### src/rtl/sparc_mul_arb_pkg.sv
// sparc_mul_arb_pkg: shared latency default, tracker entry layout and grant encoding
package sparc_mul_arb_pkg;

    localparam int MUL_LAT_DEF = 5;

    typedef struct packed {
        logic vld;
        logic spu;
        logic acc;
    } trk_ent_t;

    typedef enum logic {
        GNT_EXU = 1'b0,
        GNT_SPU = 1'b1
    } gnt_e;

endpackage

### src/rtl/sparc_mul_arb_if.sv
// sparc_mul_arb_if: requester-side requests and arbiter/datapath control outputs
interface sparc_mul_arb_if;

    logic ecl_mul_req_vld;
    logic spu_mul_req_vld;
    logic spu_mul_acc;
    logic spu_mul_x2;
    logic spu_mul_areg_shf;
    logic spu_mul_areg_rst;
    logic valid;
    logic spick;
    logic x2;
    logic acc_actc3;
    logic acc_reg_enb;
    logic acc_reg_rst;
    logic acc_reg_shf;
    logic mul_ecl_ack;
    logic mul_spu_ack;
    logic mul_exu_data_vld;
    logic mul_spu_data_vld;

    modport master (
        output ecl_mul_req_vld, spu_mul_req_vld, spu_mul_acc, spu_mul_x2,
               spu_mul_areg_shf, spu_mul_areg_rst,
        input  valid, spick, x2, acc_actc3, acc_reg_enb, acc_reg_rst, acc_reg_shf,
               mul_ecl_ack, mul_spu_ack, mul_exu_data_vld, mul_spu_data_vld
    );

    modport slave (
        input  ecl_mul_req_vld, spu_mul_req_vld, spu_mul_acc, spu_mul_x2,
               spu_mul_areg_shf, spu_mul_areg_rst,
        output valid, spick, x2, acc_actc3, acc_reg_enb, acc_reg_rst, acc_reg_shf,
               mul_ecl_ack, mul_spu_ack, mul_exu_data_vld, mul_spu_data_vld
    );

endinterface

### src/rtl/sparc_mul_trk.sv
// sparc_mul_trk: MUL_LAT-deep shift register following each issued op to its result cycle
module sparc_mul_trk
    import sparc_mul_arb_pkg::*;
#(
    parameter int MUL_LAT = MUL_LAT_DEF
) (
    input  logic     rclk,
    input  logic     rst_l,
    input  logic     issue,
    input  logic     spu,
    input  logic     acc,
    output trk_ent_t out_ent,
    output logic     exu_busy,
    output logic     spu_busy,
    output logic     spu_any
);

    trk_ent_t [MUL_LAT-1:0] stg_q, stg_d;

    assign out_ent = stg_q[MUL_LAT-1];
    assign spu_any = spu_busy | (out_ent.vld & out_ent.spu);

    // shift in the issued op; busy covers all stages but the last, so a requester frees up in its result cycle
    always_comb begin
        stg_d[0] = '{vld: issue, spu: issue & spu, acc: issue & spu & acc};
        for (int k = 1; k < MUL_LAT; k++) stg_d[k] = stg_q[k-1];
        exu_busy = 1'b0;
        spu_busy = 1'b0;
        for (int k = 0; k < MUL_LAT - 1; k++) begin
            exu_busy = exu_busy | (stg_q[k].vld & ~stg_q[k].spu);
            spu_busy = spu_busy | (stg_q[k].vld & stg_q[k].spu);
        end
    end

    // tracker state, discarded on reset
    always_ff @(posedge rclk or negedge rst_l) begin
        if (!rst_l) stg_q <= '0;
        else        stg_q <= stg_d;
    end

endmodule

### src/rtl/sparc_mul_arb.sv
// sparc_mul_arb: EXU/SPU multiplier arbiter with result tracking and ACCUM register control
module sparc_mul_arb
    import sparc_mul_arb_pkg::*;
#(
    parameter int MUL_LAT = MUL_LAT_DEF
) (
    input  logic rclk,
    input  logic rst_l,
    sparc_mul_arb_if.slave bus
);

    trk_ent_t out_ent;
    logic     exu_busy, spu_busy, spu_any;
    gnt_e     last_q, last_d;
    logic     pend_q, pend_d, dly_q, dly_d;
    logic     ack_e, ack_s, spu_done, areg_rst, shf;

    sparc_mul_trk #(.MUL_LAT(MUL_LAT)) u_trk (
        .rclk     (rclk),
        .rst_l    (rst_l),
        .issue    (ack_e | ack_s),
        .spu      (ack_s),
        .acc      (bus.spu_mul_acc),
        .out_ent  (out_ent),
        .exu_busy (exu_busy),
        .spu_busy (spu_busy),
        .spu_any  (spu_any)
    );

    // grant eligible requesters; on a tie the side not granted last wins
    always_comb begin
        ack_e  = rst_l & bus.ecl_mul_req_vld & ~exu_busy
               & (~(bus.spu_mul_req_vld & ~spu_busy) | (last_q == GNT_SPU));
        ack_s  = rst_l & bus.spu_mul_req_vld & ~spu_busy & ~ack_e;
        last_d = ack_e ? GNT_EXU : ack_s ? GNT_SPU : last_q;
    end

    // ACCUM shift: immediate when no SPU op is outstanding, else deferred to the cycle after its result
    always_comb begin
        spu_done = out_ent.vld & out_ent.spu;
        areg_rst = rst_l & bus.spu_mul_areg_rst;
        shf      = rst_l & ~bus.spu_mul_areg_rst
                 & ((bus.spu_mul_areg_shf & ~spu_any & ~pend_q) | dly_q);
        pend_d   = ~areg_rst & ~dly_q & (pend_q | (bus.spu_mul_areg_shf & spu_any));
        dly_d    = ~areg_rst & spu_done & (pend_q | bus.spu_mul_areg_shf);
    end

    // arbitration history and deferred-shift state
    always_ff @(posedge rclk or negedge rst_l) begin
        if (!rst_l) begin
            last_q <= GNT_SPU;
            pend_q <= 1'b0;
            dly_q  <= 1'b0;
        end else begin
            last_q <= last_d;
            pend_q <= pend_d;
            dly_q  <= dly_d;
        end
    end

    assign bus.valid            = ack_e | ack_s;
    assign bus.spick            = ack_s;
    assign bus.x2               = ack_s & bus.spu_mul_x2;
    assign bus.acc_actc3        = ack_s & bus.spu_mul_acc;
    assign bus.mul_ecl_ack      = ack_e;
    assign bus.mul_spu_ack      = ack_s;
    assign bus.mul_exu_data_vld = rst_l & out_ent.vld & ~out_ent.spu;
    assign bus.mul_spu_data_vld = rst_l & spu_done;
    assign bus.acc_reg_rst      = areg_rst;
    assign bus.acc_reg_shf      = shf;
    assign bus.acc_reg_enb      = rst_l & ((spu_done & out_ent.acc) | shf | areg_rst);

endmodule

### src/flat_wrapper.sv
// flat-port wrapper written by rule: the top's interface ports become plain ports
module sparc_mul_arb_flat import sparc_mul_arb_pkg::*;
#(
    parameter int MUL_LAT = MUL_LAT_DEF
)
  (rclk, rst_l, bus_ecl_mul_req_vld, bus_spu_mul_req_vld, bus_spu_mul_acc, bus_spu_mul_x2, bus_spu_mul_areg_shf, bus_spu_mul_areg_rst, bus_valid, bus_spick, bus_x2, bus_acc_actc3, bus_acc_reg_enb, bus_acc_reg_rst, bus_acc_reg_shf, bus_mul_ecl_ack, bus_mul_spu_ack, bus_mul_exu_data_vld, bus_mul_spu_data_vld);
  sparc_mul_arb_if bus_i ();
  input  logic rclk;
  input  logic rst_l;
  input wire logic [$bits(bus_i.ecl_mul_req_vld)-1:0] bus_ecl_mul_req_vld;
  input wire logic [$bits(bus_i.spu_mul_req_vld)-1:0] bus_spu_mul_req_vld;
  input wire logic [$bits(bus_i.spu_mul_acc)-1:0] bus_spu_mul_acc;
  input wire logic [$bits(bus_i.spu_mul_x2)-1:0] bus_spu_mul_x2;
  input wire logic [$bits(bus_i.spu_mul_areg_shf)-1:0] bus_spu_mul_areg_shf;
  input wire logic [$bits(bus_i.spu_mul_areg_rst)-1:0] bus_spu_mul_areg_rst;
  output wire logic [$bits(bus_i.valid)-1:0] bus_valid;
  output wire logic [$bits(bus_i.spick)-1:0] bus_spick;
  output wire logic [$bits(bus_i.x2)-1:0] bus_x2;
  output wire logic [$bits(bus_i.acc_actc3)-1:0] bus_acc_actc3;
  output wire logic [$bits(bus_i.acc_reg_enb)-1:0] bus_acc_reg_enb;
  output wire logic [$bits(bus_i.acc_reg_rst)-1:0] bus_acc_reg_rst;
  output wire logic [$bits(bus_i.acc_reg_shf)-1:0] bus_acc_reg_shf;
  output wire logic [$bits(bus_i.mul_ecl_ack)-1:0] bus_mul_ecl_ack;
  output wire logic [$bits(bus_i.mul_spu_ack)-1:0] bus_mul_spu_ack;
  output wire logic [$bits(bus_i.mul_exu_data_vld)-1:0] bus_mul_exu_data_vld;
  output wire logic [$bits(bus_i.mul_spu_data_vld)-1:0] bus_mul_spu_data_vld;
  assign bus_i.ecl_mul_req_vld = bus_ecl_mul_req_vld;
  assign bus_i.spu_mul_req_vld = bus_spu_mul_req_vld;
  assign bus_i.spu_mul_acc = bus_spu_mul_acc;
  assign bus_i.spu_mul_x2 = bus_spu_mul_x2;
  assign bus_i.spu_mul_areg_shf = bus_spu_mul_areg_shf;
  assign bus_i.spu_mul_areg_rst = bus_spu_mul_areg_rst;
  assign bus_valid = bus_i.valid;
  assign bus_spick = bus_i.spick;
  assign bus_x2 = bus_i.x2;
  assign bus_acc_actc3 = bus_i.acc_actc3;
  assign bus_acc_reg_enb = bus_i.acc_reg_enb;
  assign bus_acc_reg_rst = bus_i.acc_reg_rst;
  assign bus_acc_reg_shf = bus_i.acc_reg_shf;
  assign bus_mul_ecl_ack = bus_i.mul_ecl_ack;
  assign bus_mul_spu_ack = bus_i.mul_spu_ack;
  assign bus_mul_exu_data_vld = bus_i.mul_exu_data_vld;
  assign bus_mul_spu_data_vld = bus_i.mul_spu_data_vld;
  sparc_mul_arb #(.MUL_LAT(MUL_LAT)) u_core (.rclk(rclk), .rst_l(rst_l), .bus(bus_i));
endmodule
### config.mk
export PLATFORM = sky130hd
export DESIGN_NAME = sparc_mul_arb_flat
export DESIGN_NICKNAME = d
export VERILOG_FILES = /design/src/rtl/sparc_mul_arb_pkg.sv /design/src/rtl/sparc_mul_arb_if.sv /design/src/rtl/sparc_mul_trk.sv /design/src/rtl/sparc_mul_arb.sv /design/src/flat_wrapper.sv
export SDC_FILE = /design/constraint.sdc
export NUM_CORES = 1
export LEC_CHECK = 0
export BUFFER_PORTS_ARGS = -buffer_cell sky130_fd_sc_hd__buf_2
export CAP_MARGIN = 15
export CORE_MARGIN = 2
export CORE_UTILIZATION = 45
export CTS_BUF_LIST = sky130_fd_sc_hd__clkbuf_8
export DETAILED_ROUTE_END_ITERATION = 16
export GPL_TIMING_DRIVEN = 1
export MAX_ROUTING_LAYER = met4
export PLACE_DENSITY = 0.72
export SLEW_MARGIN = 20
export SYNTH_ARGS = -nofsm -noshare
export SYNTH_HDL_FRONTEND = slang
export SYNTH_SLANG_ARGS = --single-unit
### constraint.sdc
create_clock -name rclk -period 1.9 [get_ports rclk]
set_clock_uncertainty 0.15 [all_clocks]
set_input_delay 0 -clock rclk [delete_from_list [all_inputs] [get_ports rclk]]
set_output_delay 0 -clock rclk [all_outputs]
set_load 0.05 [all_outputs]
[Yosys cells after proc, flatten, opt, wreduce, memory -nomap -nowiden]
Cells that the tools add are included.
Operators by class
  muxes and demuxes: 2
  bitwise gates (word level): 63
  reduce and logical (&&, ||, !) cells: 1
Operators by type and width (number)
  AND 1 bit: 35
  inverter 1 bit: 14
  OR 1 bit: 14
  two-way mux 1 bit: 2
  nonzero test 2 bit: 1
Word-level totals
  input bits: 8
  register bits: 18

[Longest topological paths before layout]
  word-level depth: 14
  depth in mapped cells: 4
  depth with buffers taken out: 3

[Modules after synthesis]
From an unflattened synthesis, not the netlist that was laid out.
Unflattened totals
  cell total of the unflattened synthesis: 53
  area, all modules: 700.7 µm²
By module, submodules not included
  sparc_mul_trk: instances 1, area each 456.7 µm², cells an instance 27
  sparc_mul_arb: instances 1, area each 244.0 µm², cells an instance 26

[Worst setup path after synthesis]
OpenSTA, ideal clock, no wires.
  path type: register to register
  start point: reg u_core.u_trk.stg_q (netlist bit u_core.u_trk.stg_d[4])
  end point: reg u_core.u_trk.stg_q (netlist bit u_core.u_trk.stg_d[3])
  buffers on the path: 0
  slack: -0.716 ns
  setup time: 0.265 ns
  data arrival time: 2.201 ns
  period minus slack after synthesis: 2.616 ns
  cell stages (with the launch flop): 4
  cells stage by stage: dfrtp_1 -> a22oi_1 -> nand4_1 -> a311oi_1
On the way
  cells in the longest elaborated chain, start to end: 14
  elaborated cells on any way between the ends: 22
Ends and longest elaborated chain
  start, declared: line sparc_mul_trk.sv:18  | trk_ent_t [MUL_LAT-1:0] stg_q, stg_d;
  start signal, assigned: line sparc_mul_trk.sv:38  | else stg_q <= stg_d;
  AND 1 bit: line sparc_mul_trk.sv:31  | spu_busy = spu_busy | (stg_q[k].vld & stg_q[k].spu);
  OR 1 bit (3 in a row): line sparc_mul_trk.sv:31
  inverter 1 bit: line sparc_mul_arb.sv:33, sparc_mul_arb.sv:34
  AND 1 bit: line sparc_mul_arb.sv:33  | & (~(bus.spu_mul_req_vld & ~spu_busy) | (last_q == GNT_SPU));
  inverter 1 bit: line sparc_mul_arb.sv:33
  OR 1 bit: line sparc_mul_arb.sv:33
  AND 1 bit: line sparc_mul_arb.sv:33
  inverter 1 bit: line sparc_mul_arb.sv:34  | ack_s = rst_l & bus.spu_mul_req_vld & ~spu_busy & ~ack_e;
  AND 1 bit: line sparc_mul_arb.sv:34
  OR 1 bit: line sparc_mul_arb.sv:21  | .issue (ack_e | ack_s),
  AND 1 bit (*) (2 in a row): line sparc_mul_trk.sv:25  | stg_d[0] = '{vld: issue, spu: issue & spu, acc: issue & spu & acc};
Every way passes the cells marked *; elsewhere a longest branch is shown, timed or not.
A chain may end at the register's enable or synchronous reset.

[Worst setup path in the final report]
  start point: reg u_core.u_trk.stg_q (netlist bit u_core.u_trk.stg_d[13])
  end point: out bus_acc_actc3
On the way
  cells in the longest elaborated chain, start to end: 10
  elaborated cells on any way between the ends: 16
Ends and longest elaborated chain
  AND 1 bit: line sparc_mul_trk.sv:31
  OR 1 bit: line sparc_mul_trk.sv:31
  inverter 1 bit: line sparc_mul_arb.sv:33, sparc_mul_arb.sv:34
  AND 1 bit: line sparc_mul_arb.sv:33
  inverter 1 bit: line sparc_mul_arb.sv:33
  OR 1 bit: line sparc_mul_arb.sv:33
  AND 1 bit: line sparc_mul_arb.sv:33
  inverter 1 bit: line sparc_mul_arb.sv:34
  AND 1 bit (*): line sparc_mul_arb.sv:34
  AND 1 bit (*): line sparc_mul_arb.sv:64  | assign bus.acc_actc3 = ack_s & bus.spu_mul_acc;
  end, declared: line flat_wrapper.sv:19  | output wire logic [$bits(bus_i.acc_actc3)-1:0] bus_acc_actc3;
Marked as above.

==> summary.md <==
| Metric | Value |
|---|---|
| Outcome | `complete, no violations` |
| Worst EP required | `1.75 ns` |
| Critical path type | `flop to output port` |
| Multiplexer share of the synthesized area | `0%` |
| Synth Area per Inst | `12.85 um^2` |
| Die Wd | `42.53 um` |
| Std cell rows | `13` |
| Count leader, synth | `dfrtp_1` |
| Post-Synth Simple-Gate Area | `10.11%` |
| Full die area | `0.001809 mm^2` |
| Yosys top cell area share | `63.67%` |
| Die Y | `42.53 um` |
| Tot GR Track Use | `17.07%` |
| H-Tree Depth | `1` |
| CTS buffer count | `3` |
| Min-Delay Path Class | `primary input to flop` |
| First-pass GRT wire length | `2228 um` |
| Sequential area share after synthesis | `67.60%` |
| DRT iter0 DRCs | `7` |
| Max-slew headroom | `78.13%` |
| Dominant synthesized flop cell | `dfrtp_1` |
| Maxcap violations | `0` |
| Critical path peak fanout | `4` |
| Initial Util | `49.49%` |
| Max Freq | `544.4 MHz` |
| Share of layout cells above drive strength 1 | `41.46%` |
| Synth Warn # | `0` |
| N_diodes | `0` |
| Period utilisation layout | `96.67%` |
| Netlist cell types | `22` |
| Clk_lat worst skew | `0.25 ns` |
| Grt total ovfl | `0` |
| Wirelength per Cell | `13.69 um` |
| Crit path DAT | `1.69 ns` |
| Fin cells | `97` |
| TNS Setup | `0 ns` |
| Slew @ Worst Pin | `0.3280 ns` |
| Xor and xnor area share after synthesis | `0%` |
| Post-synthesis compound-gate area fraction | `17.23%` |
| Post-synth top cells | `dfrtp_1, inv_1, a311oi_1` |
| Fillcell total | `101` |
| Vias in the first global route | `502` |
| IO Pins | `19` |
| Final #Nets | `91` |
| Synthesized instance count | `52` |
| Pre-antenna DRT Iters | `4` |
| Power density cells | `1055 mW/mm^2` |
| Maximum VDD drop | `0.6371 mV` |
| HPWL Detailed | `867.2 um` |
| Initial antenna violation count | `0` |
| Register bit total from synthesis | `18` |
| Slew Viols, Final | `0` |
| Core area | `0.001350 mm^2` |
| CTS tree | `built` |
| Synth top area cells | `dfrtp_1, dfstp_2, inv_1, a311oi_1, a22oi_1` |
| Post-Synthesis Net Count | `60` |
| Largest net degree at the start of global routing | `19` |
| Clk root buf | `clkbuf_8` |
| Clock-pin slew on the worst setup and hold paths | `0.06 ns` |
| DRC errors left | `0` |
| GPL Wtd Cong | `0.7534` |
| Pleak | `0.4733 nW` |
| Mapped Area | `668.1 um^2` |
| Adder-Cell Fraction of Synth Area | `0%` |
| Area growth from synthesis to layout | `43.26%` |
| CP Capture Type | `output port` |
| Startpoint types | `flop` |
| Vias post-DR | `539` |
| Synth async-reset ratio | `100.0%` |
| Largest family of logic cells by synthesized area | `compound AO/OA/AOI/OAI gates` |
| Pre-CTS setup slack | `0.2935 ns` |
| Setup WS post-layout | `0.06320 ns` |
| WL final | `1328 um` |
| PortBufs | `18` |
| Setup Viol. Count Final | `0` |
| Clock Sinks | `18` |
| Post-layout min period | `1.837 ns` |
| Clock buffer depth | `2` |
| EDFF count, synth | `0` |
| Final Hold Vio Count | `0` |
| Placed insts | `88` |
| Worst hold slack | `0.06204 ns` |
| Detail Route Antenna Nets | `0` |
| Area leader, netlist | `dfrtp_1` |
| Vias/cell | `5.557` |
-- worst paths after layout --
check                      slack, ns                           endpoint  cells after the start                        startpoint
setup / recovery                0.06                      bus_acc_actc3                      4  u_core.u_trk.stg_d[13]$_DFF_PN0_
hold / removal                  0.06             u_core.dly_q$_DFF_PN0_                      4              bus_spu_mul_areg_rst
setup reg to reg                0.44    u_core.u_trk.stg_d[5]$_DFF_PN0_                      4   u_core.u_trk.stg_d[4]$_DFF_PN0_
hold reg to reg                 0.20  u_core.u_trk.out_ent[0]$_DFF_PN0_                      0  u_core.u_trk.stg_d[12]$_DFF_PN0_
max in group asynchronous       0.80    u_core.u_trk.stg_d[3]$_DFF_PN0_                      3                             rst_l
min in group asynchronous       0.14          u_core.last_q$_DFFE_PN1P_                      2                             rst_l
-- critical path: stages (launching register included) --
cell      delay (ns)
dfrtp_1         0.40
a22oi_2         0.22
nand4_1         0.25
a311oi_2        0.33
buf_4           0.24
-- stage by stage --
stage | total power [W] | cell area [um^2] | util (%)
after floorplan | 0.0006176 | 679.4 | -
after global placement | 0.0006851 | 810.8 | 60.06
after CTS | 0.0009955 | 915.9 | 67.84
after detailed placement | 0.0006872 | 810.8 | 60.06
final | 0.001010 | 957.2 | 70.90
after global routing | 0.001059 | 957.2 | 70.90
-- where the power goes --
group	switching [W]	total (W)	internal (W)	leakage, nW
logic	0.000151	0.000235	0.0000840	0.209
registers	0.0000430	0.000479	0.000436	0.236
clock network	0.000112	0.000296	0.000184	0.0288
total	0.000306	0.00101	0.000703	0.473
-- cell type report --
type / count / area (um^2) / share of cell area (%)
multi-input combinational: 26 / 220.2 / 23.01
timing repair buffer: 27 / 185.2 / 19.35
inverter: 7 / 26.28 / 2.745
sequential: 18 / 451.7 / 47.19
clock buffer: 4 / 55.05 / 5.752
tap: 15 / 18.77 / 1.961
-- what timing repair did --
item / in CTS / in global routing
setup endpoints to repair: 0 / 7
hold buffers: 5 / 0
gates resized for setup: 0 / 15
hold endpoints to repair: 22 / 0
buffers inserted: 0 / 0
-- per-layer routing --
metal	global-route usage (%)	wire length [um]	vias up
li1	-	-	255
met1	23.38	576	261
met2	25.23	659	21
met3	2.586	73	2
met4	7.500	19	0
met5	-	0	-
-- flip-flops by register name, summed over array words and instances (netlist names) --
signal,flops
u_core.dly_q,1
u_core.u_trk.stg_d,12
u_core.u_trk.out_ent,3
u_core.last_q,1
u_core.pend_q,1
-- logic make-up (layout without fill, tap and decap cells) --
family,Yosys count,after routing
flip-flops,18,18
AO/OA/AOI/OAI,15,15
AND/OR/NAND/NOR,11,11
buffers and inverters,8,38
-- cell usage in the layout (no fill, tap or decap), drive strengths merged --
cell,instances
buf,20
dfrtp,17
inv,7
clkbuf,6
dlygate4sd3,5
a311oi,3
nand2,2
a22oi,2
nand4,2
and3,2
a21oi,2
a31oi,2
a222oi,1
and4,1
a31o,1
and2,1
a41oi,1
nor3b,1
o21bai,1
nor2,1
and3b,1
a21boi,1
a32oi,1
dfstp,1
Note: power is estimated with default switching activity, not from simulation.
